==> config.mk <==
export PLATFORM = sky130hd
export DESIGN_NAME = vending_machine_multi
export DESIGN_NICKNAME = d
export VERILOG_FILES = /design/src/rtl/vending_machine_multi.sv
export SDC_FILE = /design/constraint.sdc
export NUM_CORES = 1
export LEC_CHECK = 0
export CORE_MARGIN = 2
export CORE_UTILIZATION = 43
export DETAILED_ROUTE_END_ITERATION = 10
export SYNTH_ARGS = -nofsm -noshare
export SYNTH_HDL_FRONTEND = slang
export SYNTH_SLANG_ARGS = --single-unit
==> constraint.sdc <==
create_clock -name clk -period 4.1 [get_ports clk]
set_input_delay 0.41 -clock clk [delete_from_list [all_inputs] [get_ports clk]]
set_output_delay 0.41 -clock clk [all_outputs]
set_load 0.01 [all_outputs]
==> src/rtl/vending_machine_multi.sv <==
// Multi-item vending controller: accumulates 5/10/25 coins as credit, vends one of NUM_ITEMS
// products at a per-item price, tracks stock, and pays change one coin per cycle.
module vending_machine_multi #(
    parameter int NUM_ITEMS = 4,
    parameter int CREDIT_W = 8,
    parameter int MAX_CREDIT = 40,
    parameter logic [NUM_ITEMS*CREDIT_W-1:0] PRICES = {8'd5, 8'd4, 8'd3, 8'd2},
    parameter int STOCK_W = 4,
    parameter int INIT_STOCK = 15,
    localparam int IDX_W = $clog2(NUM_ITEMS)
) (
    input  logic                 clk,
    input  logic                 rst,
    input  logic                 coin_valid,
    input  logic [1:0]           coin_type,
    input  logic                 sel_valid,
    input  logic [IDX_W-1:0]     sel_idx,
    input  logic                 cancel,
    input  logic                 restock,
    output logic                 vend_valid,
    output logic [IDX_W-1:0]     vend_idx,
    output logic                 change_valid,
    output logic [1:0]           change_coin,
    output logic                 coin_reject,
    output logic                 deny,
    output logic                 busy,
    output logic [CREDIT_W-1:0]  credit,
    output logic [NUM_ITEMS-1:0] sold_out
);

    typedef enum logic [1:0] {IDLE, VEND, CHANGE} state_t;

    localparam logic [CREDIT_W-1:0] MAX_C  = CREDIT_W'(MAX_CREDIT);
    localparam logic [STOCK_W-1:0]  INIT_S = STOCK_W'(INIT_STOCK);

    state_t               state, state_nxt;
    logic [CREDIT_W-1:0]  credit_nxt;
    logic [CREDIT_W-1:0]  coin_val;
    logic [CREDIT_W-1:0]  change_val;
    logic [CREDIT_W-1:0]  price_sel;
    logic [CREDIT_W-1:0]  price_vend;
    logic [IDX_W-1:0]     idx_nxt;
    logic [1:0]           coin_nxt;
    logic                 reject_nxt;
    logic                 deny_nxt;
    logic                 dec_stock;
    logic [STOCK_W-1:0]   stock [NUM_ITEMS];
    logic [CREDIT_W-1:0]  price_tab [NUM_ITEMS];

    for (genvar i = 0; i < NUM_ITEMS; i++) begin : g_item
        assign price_tab[i] = PRICES[i*CREDIT_W +: CREDIT_W];
        assign sold_out[i]  = (stock[i] == '0);
    end

    assign price_sel  = price_tab[sel_idx];
    assign price_vend = price_tab[vend_idx];

    always_comb begin
        case (coin_type)
            2'b00:   coin_val = CREDIT_W'(1);
            2'b01:   coin_val = CREDIT_W'(2);
            default: coin_val = CREDIT_W'(5);
        endcase
        case (change_coin)
            2'b00:   change_val = CREDIT_W'(1);
            2'b01:   change_val = CREDIT_W'(2);
            default: change_val = CREDIT_W'(5);
        endcase
    end

    always_comb begin
        state_nxt  = state;
        credit_nxt = credit;
        idx_nxt    = vend_idx;
        reject_nxt = 1'b0;
        deny_nxt   = 1'b0;
        dec_stock  = 1'b0;
        case (state)
            IDLE: begin
                if (cancel) begin
                    reject_nxt = coin_valid;
                    if (credit != '0)
                        state_nxt = CHANGE;
                end else if (sel_valid) begin
                    reject_nxt = coin_valid;
                    if (credit >= price_sel && !sold_out[sel_idx]) begin
                        state_nxt = VEND;
                        idx_nxt   = sel_idx;
                    end else begin
                        deny_nxt = 1'b1;
                    end
                end else if (coin_valid) begin
                    if (coin_type == 2'b11 || (credit + coin_val) > MAX_C)
                        reject_nxt = 1'b1;
                    else
                        credit_nxt = credit + coin_val;
                end
            end
            VEND: begin
                reject_nxt = coin_valid;
                dec_stock  = 1'b1;
                credit_nxt = credit - price_vend;
                state_nxt  = (credit_nxt != '0) ? CHANGE : IDLE;
            end
            CHANGE: begin
                reject_nxt = coin_valid;
                credit_nxt = credit - change_val;
                state_nxt  = (credit_nxt == '0) ? IDLE : CHANGE;
            end
            default: state_nxt = IDLE;
        endcase

        // Coin for the upcoming CHANGE cycle is chosen from the credit it will see.
        coin_nxt = 2'b00;
        if (state_nxt == CHANGE) begin
            if (credit_nxt >= CREDIT_W'(5))
                coin_nxt = 2'b10;
            else if (credit_nxt >= CREDIT_W'(2))
                coin_nxt = 2'b01;
        end
    end

    always_ff @(posedge clk or negedge rst) begin
        if (!rst) begin
            state        <= IDLE;
            credit       <= '0;
            vend_idx     <= '0;
            vend_valid   <= 1'b0;
            change_valid <= 1'b0;
            change_coin  <= 2'b00;
            coin_reject  <= 1'b0;
            deny         <= 1'b0;
            busy         <= 1'b0;
            for (int i = 0; i < NUM_ITEMS; i++)
                stock[i] <= INIT_S;
        end else begin
            state        <= state_nxt;
            credit       <= credit_nxt;
            vend_idx     <= idx_nxt;
            vend_valid   <= (state_nxt == VEND);
            change_valid <= (state_nxt == CHANGE);
            change_coin  <= coin_nxt;
            coin_reject  <= reject_nxt;
            deny         <= deny_nxt;
            busy         <= (state_nxt != IDLE);
            // Restock overrides a coincident vend decrement.
            if (restock) begin
                for (int i = 0; i < NUM_ITEMS; i++)
                    stock[i] <= INIT_S;
            end else if (dec_stock && stock[vend_idx] != '0) begin
                stock[vend_idx] <= stock[vend_idx] - 1'b1;
            end
        end
    end

endmodule

==> out/qor.yml, run 1 <==
status: "finished clean"
crit_chain: "clkdlybuf4s50_1, nand2b_1, ha_1, fa_1, buf_4, nand3_1, a32oi_1, o32a_1, o211ai_2, nor2_1, o311ai_0, or4b_4, a2111oi_2"
globalRoute.totalOverflow: 0
ys_ff_latch: 35
drtPass1Iterations: 4
cts_max_level: 2
wirelength_um: 7050
path_clk_slew_ns: 0.08
reg2reg_from: "credit[0]$_DFF_PN0_"
async_flop_share_pct: 100
fin_crit_ns: 3.90
required_ns: 4.29
startpoint_type: "input pin"
min_path_type: "flip-flop to flip-flop"
cts_tree: "yes"
dieArea_mm2: 0.00686
cts_setup_buffers: 0
hold_viol: 0
max_slew_margin_pct: 47.4
synth-seq-area-share_pct: 33.6
multi_input_area_mm2: 0.00164
die_h_um: 82.8
yosysWarnings: 0
rsz0062_at_grt: "false"
tns_ns: 0
critical_path.endpoint_type: "flip-flop"
synth_flop_cell: "dfrtp_1"
grt_max_degree: 36
finalMaxSlewViolations: 0
synth_cells: 287
design.core.area_mm2: 0.00596
finalSetupViolations: 0
regArea_um2: 896
cts_buffer_depth: 2
nFillCells: 562
fmax_ghz: 0.257
synth.cell_area_mm2: 0.00267
hold_start: "stock[14]$_DFFE_PN1P_"
critPathKind: "input pin to flip-flop"
grt_pass1_vias: 2323
die_width_um: 82.8
netlist-cell-type-count: 63
drt-vias-per-instance: 5.94
cts_resized: 0
hold_slack_ns: 0.485
final_cell_count_no_fill: 398
syn_to_final_growth_pct: 20.1
period_share_pct: 95.0
postCtsHoldBufs: 0
synth_edf_count: 0
wire_per_inst_um: 17.7
critPathSlowestCell: "or4b_4"
nets: 352
grt_pass1_wl_um: 11600
arrival_ns: 4.08
initial_utilization_pct: 44.8
worstPathMaxFanout: 6
irDropWorstVdd_v: 0.000366
clkLatencyLatePin_ns: 0.30
skew_ns: 0.00569
syn-num-nets: 317
placement_rows: 28
dp_hpwl_um: 5300
numCtsBuffers: 5
drt_iter0_drc: 276
power_density_mw_per_mm2: 783
cts.sinks: 35
drive_above_1_share_pct: 17.3
r2r_slack_ns: 0.48
worst-path-buf-inv: 2
reg2reg_to: "change_coin[0]$_DFF_PN0_"
antenna_found_initial: 0
maxCapViolations: 0
ff2ff_path_depth: 11
grt_usage_pct: 21.1
holdPathEnd: "stock[14]$_DFFE_PN1P_"
vias: 2364
drc_errors: 0
antenna_cells: 0
power_mw: 2.51
gp_congestion: 0.883
syn-mean-instance-area_um2: 9.30
min_path_cells: 2
portBuffers: 30
worstMarginPinSlew_ns: 0.784
leakagePower_nw: 1.30
cp_top_family: "compound AO/OA/AOI/OAI gates"
route.antenna.remaining_nets: 0
dp.cells: 390
io-pin-count: 31
critPathMaxStageDelay_ns: 0.52
cts_root_buffer: "clkbuf_8"
[layout make-up]
cell class                 count  area share, %
sequential                    35           27.9
multi-input combinational    216           51.0
inverter                      25           3.01
tap                           75           2.93
clock buffer                   5           2.15
timing repair buffer          39           11.5
clock inverter                 3           1.48
[cells in the mapped netlist (2+ instances only)]
| cell type | instances | share of area, % |
|---|---|---|
| mux2i_1 | 4 | 1.5 |
| or2_2 | 4 | 0.94 |
| or3_1 | 2 | 0.47 |
| o31ai_1 | 2 | 0.56 |
| nand4b_1 | 2 | 0.66 |
| a221o_1 | 3 | 1.1 |
| a21o_1 | 2 | 0.56 |
| and4_1 | 2 | 0.66 |
| dfrtp_1 | 19 | 18 |
| xnor2_1 | 4 | 1.3 |
| dfstp_2 | 16 | 16 |
| nand4_1 | 4 | 0.94 |
| nor2b_1 | 6 | 1.4 |
| ha_1 | 17 | 8.0 |
| a31oi_1 | 6 | 1.4 |
| fa_1 | 3 | 2.2 |
| nor3_1 | 11 | 2.1 |
| mux2_2 | 5 | 2.1 |
| nand3_1 | 4 | 0.75 |
| nor2_1 | 22 | 3.1 |
| nand2_1 | 15 | 2.1 |
| clkbuf_1 | 9 | 1.3 |
| nor4_1 | 5 | 1.2 |
| o21ai_0 | 18 | 3.4 |
| xor2_1 | 8 | 2.6 |
| mux4_2 | 4 | 3.4 |
| o22ai_1 | 3 | 0.70 |
| o31a_1 | 2 | 0.66 |
| o41ai_1 | 2 | 0.66 |
| a211oi_1 | 4 | 1.1 |
| nand2b_1 | 7 | 1.6 |
| nand3b_1 | 2 | 0.56 |
| inv_1 | 24 | 3.4 |
| a21oi_1 | 11 | 2.1 |
| a211o_1 | 7 | 2.3 |
[routing by layer]
layer,part of all wire [%],up-vias,GRT usage [%]
li1,-,1144,-
met1,50,1136,31.6
met2,43,77,31.5
met3,5.5,7,3.88
met4,1.2,0,5.07
met5,0,-,0
[worst max-delay path by stage]
stage	start	endpoint	slack, ns	cells past startpoint
after floorplan	coin_type[1]	change_coin[0]$_DFF_PN0_	0.44	12
after global placement	coin_type[1]	change_coin[0]$_DFF_PN0_	0.007	13
after detailed placement	coin_type[1]	change_coin[0]$_DFF_PN0_	-0.11	13
after CTS	coin_type[1]	change_coin[0]$_DFF_PN0_	0.19	13
after global routing	coin_type[1]	change_coin[0]$_DFF_PN0_	0.02	13
final	coin_type[1]	change_coin[0]$_DFF_PN0_	0.20	13
[layout by cell type (no fill, tap or decap), types with 4 or more instances in the layout]
cell type	count
nand4_1	4
a31oi_1	6
a211o_1	7
o21ai_0	18
mux4_2	4
dfrtp_1	19
clkbuf_8	5
or2_2	4
ha_1	17
inv_1	24
xor2_1	8
dfstp_2	16
nor4_1	5
a21oi_1	11
mux2i_1	4
nand2b_1	7
nor2b_1	6
buf_4	9
nand2_1	15
mux2_2	5
nor3_1	11
a211oi_1	4
xnor2_1	4
nand3_1	4
nor2_1	22
clkdlybuf4s50_1	30
[worst reg2reg max path: cells and delay by family (launching register included)]
family | cells | cell delay (ns)
DFF | 1 | 0.39
buffers and inverters | 1 | 0.15
and+or+nand+nor | 3 | 0.76
AOI/OAI and AO/OA | 5 | 1.61
adders and majority gates | 2 | 0.60
[through the flow]
| stage | instance area, um2 | util (%) | setup slack [ns] |
|---|---|---|---|
| floorplan | 2670 | - | 0.438 |
| global placement | 3090 | 51.9 | 0.00670 |
| detailed placement | 3090 | 51.9 | -0.114 |
| CTS | 3210 | 53.8 | 0.186 |
| global route | 3210 | 53.8 | 0.0205 |
| finish | 3210 | 53.8 | 0.205 |
[report_power, final]
group / leakage, nW / internal, mW / switching, mW
clock: 0.0587 / 0.184 / 0.151
sequential: 0.404 / 0.436 / 0.158
combinational: 0.835 / 0.724 / 0.856
[logic make-up (layout without fill, tap and decap cells)]
logic type / count (synthesis) / in the layout / share of synthesized area, %
DFF: 35 / 35 / 33.6
AOI/OAI and AO/OA: 77 / 77 / 20.9
buffers and inverters: 36 / 72 / 5.20
adders and majority gates: 20 / 20 / 10.2
and+or+nand+nor: 94 / 94 / 19.3
muxes: 13 / 13 / 6.98
xor gates and xnor gates: 12 / 12 / 3.94
[flip-flops by register name, summed over array words and instances, names as in the netlist]
| name | flops |
|---|---|
| change_valid | 1 |
| vend_idx | 2 |
| state | 2 |
| stock | 16 |
| coin_reject | 1 |
| deny | 1 |
| busy | 1 |
| credit | 8 |
| change_coin | 2 |
| vend_valid | 1 |
No activity file was read; power rests on OpenSTA's default activity.
==> run 2: changes to the inputs <==
--- a/config.mk
+++ b/config.mk
@@ -5,9 +5,11 @@
 export SDC_FILE = /design/constraint.sdc
 export NUM_CORES = 1
 export LEC_CHECK = 0
+export ABC_CLOCK_PERIOD_IN_PS = 4100
 export CORE_MARGIN = 2
 export CORE_UTILIZATION = 43
 export DETAILED_ROUTE_END_ITERATION = 10
+export DONT_BUFFER_PORTS = 1
 export SYNTH_ARGS = -nofsm -noshare
 export SYNTH_HDL_FRONTEND = slang
 export SYNTH_SLANG_ARGS = --single-unit
==> out/qor.yml, run 2 (synthesized netlist as in run 1, its figures left out) <==
status: "finished clean"
die_h_um: 82.8
syn_to_final_growth_pct: 7.78
rsz0062_at_grt: "false"
portBuffers: 0
met2_usage_pct: 31.7
path_clk_slew_ns: 0.08
skew_ns: 0.0111
final_cell_count_no_fill: 366
period_share_pct: 90.1
nets: 320
drtPass1Iterations: 4
design.core.area_mm2: 0.00596
layout_common_cells: "inv_1 (24), nor2_1 (22), dfrtp_1 (19)"
grt_pass1_vias: 2253
dp.cells: 356
grt_use_met3_pct: 5.47
cts_root_buffer: "clkbuf_8"
globalRoute.totalOverflow: 0
arrival_ns: 3.88
numCtsBuffers: 5
leakagePower_nw: 1.16
maxCapViolations: 0
cts_tree: "yes"
fin_crit_ns: 3.70
grt_pass1_wl_um: 11600
max_slew_margin_pct: 45.9
tns_ns: 0
gp_congestion: 0.920
finalMaxSlewViolations: 0
drive_above_1_share_pct: 18.2
finalSetupViolations: 0
clkLatencyLatePin_ns: 0.30
worstMarginPinSlew_ns: 0.804
initial_utilization_pct: 44.8
worstPathMaxFanout: 5
antenna_found_initial: 0
vias: 2246
wire_per_inst_um: 19.0
top_regs: "stock x16, credit x8"
antenna_cells: 0
drt_iter0_drc: 225
drc_errors: 0
required_ns: 4.29
top_usage_layer: "met2"
grt_usage_pct: 21.0
dp_hpwl_um: 5420
placed_area_mm2: 0.00276
fmax_ghz: 0.271
hold_viol: 0
drt-vias-per-instance: 6.14
irDropWorstVdd_v: 0.000468
critPathKind: "flip-flop to flip-flop"
cts_buffer_depth: 2
largest_reg_flops: 16
io-pin-count: 31
grt_max_degree: 36
regMostFlops: "stock"
cts_max_level: 2
min_path_type: "input pin to flip-flop"
groute.layer.met1.usage_pct: 29.6
final_util_pct: 48.3
design_area_mm2: 0.00288
dieArea_mm2: 0.00686
critical_path.endpoint_type: "flip-flop"
route.antenna.remaining_nets: 0
startpoint_type: "flip-flop"
die_width_um: 82.8
cts.sinks: 35
placement_rows: 28
layout_commonest_cell: "inv_1"
wirelength_um: 6940
power_density_mw_per_mm2: 790
## run 2: cell count changes in the layout (fill, tap and decap cells not counted), sizes merged
cell and change:
buf -3, clkdlybuf4s50 -30, inv -1, dlygate4sd3 +1
bufinv -1, clkinvlp +2
## run 2: power by group
part	switching [mW]	leakage, nW	internal [mW]
registers	0.141	0.404	0.437
clock network	0.139	0.0402	0.118
logic	0.855	0.718	0.584
total	1.13	1.16	1.14
## run 2: final timing paths
kind,start,endpoint,slack [ns],cells after the start
max,credit[0]$_DFF_PN0_,change_coin[0]$_DFF_PN0_,0.40,10
min,restock,stock[9]$_DFFE_PN1P_,0.21,1
max reg2reg,credit[0]$_DFF_PN0_,change_coin[0]$_DFF_PN0_,0.40,10
max in group asynchronous,rst,stock[1]$_DFFE_PN1P_,3.27,2
min reg2reg,stock[14]$_DFFE_PN1P_,stock[14]$_DFFE_PN1P_,0.50,2
min in group asynchronous,rst,vend_idx[1]$_DFFE_PN0P_,0.56,2
## run 2: metrics by stage
stage	hold WS (ns)	power, mW	setup WS (ns)
5_1_grt	0.203	2.47	0.171
6_report	0.212	2.27	0.404
3_3_place_gp	0.116	1.98	0.350
3_5_place_dp	0.116	1.99	0.255
4_1_cts	0.205	2.27	0.417
2_1_floorplan	0.114	1.64	0.438
## run 2: final cells by class
class                   instances  area, um2
flip-flops and latches         35        896
inverters                      25       96.3
clock inverters                 3       20.0
repair buffers                  7       67.6
clock buffers                   5       68.8
fillers                       597       3080
multi-input cells             216       1640
well taps                      75       93.8
## run 2: critical path: stages (launching register included)
cell and delay (ns):
dfrtp_1 0.38, ha_1 0.23, fa_1 0.42, a21o_1 0.19
and4_4 0.19, or3_1 0.32, a311o_1 0.33, or4_1 0.49
o311ai_0 0.20, or4b_4 0.54, a2111oi_2 0.29
## run 2: what timing repair did
| action | in CTS | in global routing |
|---|---|---|
| hold endpoints to repair | 35 | 0 |
| setup buffers | 0 | 0 |
| hold buffers | 2 | 0 |
| gates resized for setup | 0 | 0 |
## run 2: routing by layer
| metal | vias to the layer above | wire length (um) | share of wire [%] |
|---|---|---|---|
| li1 | 1076 | - | - |
| met1 | 1078 | 3060 | 44 |
| met2 | 84 | 3130 | 45 |
| met3 | 8 | 662 | 9.5 |
| met4 | 0 | 81 | 1.2 |
| met5 | - | 0 | 0 |
==> run 3: changes to the inputs <==
--- a/config.mk
+++ b/config.mk
@@ -6,8 +6,7 @@
 export NUM_CORES = 1
 export LEC_CHECK = 0
 export ABC_CLOCK_PERIOD_IN_PS = 4100
-export CORE_MARGIN = 2
-export CORE_UTILIZATION = 43
+export CORE_UTILIZATION = 45
 export DETAILED_ROUTE_END_ITERATION = 10
 export DONT_BUFFER_PORTS = 1
 export SYNTH_ARGS = -nofsm -noshare
==> out/qor.yml, run 3 (synthesized netlist as in run 1, its figures left out) <==
status: "finished clean"
drt_iter0_drc: 215
drt-vias-per-instance: 6.24
min_path_cells: 1
numCtsBuffers: 5
min_path_type: "input pin to flip-flop"
startpoint_type: "flip-flop"
initial_utilization_pct: 47.6
irDropWorstVdd_v: 0.000387
vias: 2259
max_slew_margin_pct: 42.8
tns_ns: 0
layout_setup_ws_ns: 0.445
dr_wl_met2_um: 2940
skew_ns: 0.00938
holdPathEnd: "stock[9]$_DFFE_PN1P_"
gp_congestion: 0.909
die_width_um: 79.0
design.core.area_mm2: 0.00561
cp_top_family: "simple AND/OR/NAND/NOR gates"
nets: 319
largest_reg_flops: 16
wl_met1_um: 3290
rsz0062_at_grt: "false"
worstMarginPinSlew_ns: 0.850
cts_resized: 0
critPathKind: "flip-flop to flip-flop"
grt_usage_pct: 23.6
io-pin-count: 31
hold_viol: 0
critPathMaxStageDelay_ns: 0.54
portBuffers: 0
drtPass1Iterations: 5
routed-wl-met3_um: 514
critical_path.endpoint_type: "flip-flop"
crit_chain: "ha_1, fa_1, a21o_1, and4_4, or3_1, a311o_1, or4_1, o311ai_0, or4b_4, a2111oi_2"
wire_per_inst_um: 18.8
antenna_found_initial: 0
worstPathMaxFanout: 5
grt_pass1_vias: 2163
cts_buffer_depth: 2
drc_errors: 0
period_share_pct: 89.1
dieArea_mm2: 0.00625
fin_crit_ns: 3.65
required_ns: 4.29
fmax_ghz: 0.274
cts_max_level: 2
critPathSlowestCell: "or4b_4"
finalMaxSlewViolations: 0
reg2reg_to: "change_coin[0]$_DFF_PN0_"
crit_cells: 10
finalSetupViolations: 0
final_util_pct: 51.6
highest_layer: "met4"
placement_rows: 27
regMostFlops: "stock"
route.antenna.remaining_nets: 0
cts_root_buffer: "clkbuf_8"
grt_pass1_wl_um: 11200
leakagePower_nw: 1.18
path_clk_slew_ns: 0.08
ff2ff_path_depth: 10
reg2reg_from: "credit[0]$_DFF_PN0_"
critPathLaunch: "credit[0]$_DFF_PN0_"
power_density_mw_per_mm2: 806
grt_max_degree: 36
maxCapViolations: 0
die_h_um: 79.0
antenna_cells: 0
r2r_slack_ns: 0.45
cts.sinks: 35
layout_commonest_cell: "inv_1"
hold_start: "restock"
cts_tree: "yes"
wirelength_um: 6810
syn_to_final_growth_pct: 8.39
layout_common_cells: "inv_1 (24), nor2_1 (22), dfrtp_1 (19)"
arrival_ns: 3.84
drive_above_1_share_pct: 17.9
globalRoute.totalOverflow: 0
clkLatencyLatePin_ns: 0.29
dp_hpwl_um: 5160
top_regs: "stock x16, credit x8"
worst-path-buf-inv: 0
pre_cts_slack_ns: 0.262
==> run 3: power by group <==
part / switching [mW] / total [mW] / internal, mW
clock network: 0.146 / 0.330 / 0.184
registers: 0.159 / 0.595 / 0.436
logic: 0.830 / 1.41 / 0.578
==> run 3: worst max path at each step <==
stage                                     to  slack, ns
finish              change_coin[0]$_DFF_PN0_       0.45
global route        change_coin[0]$_DFF_PN0_       0.18
CTS                 change_coin[0]$_DFF_PN0_       0.43
detailed placement  change_coin[0]$_DFF_PN0_       0.26
global placement    change_coin[0]$_DFF_PN0_       0.35
floorplan           change_coin[0]$_DFF_PN0_       0.44
==> run 3: cell type report <==
cell class | count | area (um2)
multi-input combinational | 216 | 1640
clock inverter | 3 | 47.5
tap | 72 | 90.1
timing repair buffer | 6 | 60.1
fill | 538 | 2710
sequential | 35 | 896
inverter | 25 | 96.3
clock buffer | 5 | 68.8
==> run 3: per-layer routing <==
| layer | vias up | global-route usage [%] |
|---|---|---|
| li1 | 1074 | - |
| met1 | 1088 | 35.5 |
| met2 | 90 | 34.7 |
| met3 | 7 | 4.48 |
| met4 | 0 | 5.09 |
| met5 | - | 0 |
==> run 3: through the flow <==
step,total power [mW],cells,area [um2],hold WS (ns)
floorplan,1.64,287,2670,0.114
global placement,1.97,352,2750,0.116
detailed placement,1.97,352,2750,0.116
CTS,2.33,362,2890,0.210
global route,2.53,362,2890,0.208
finish,2.33,362,2890,0.216
==> run 3: timing repair <==
item,in CTS,in global routing
hold buffers,2,0
setup buffers,0,0
endpoints found under the hold margin,35,0
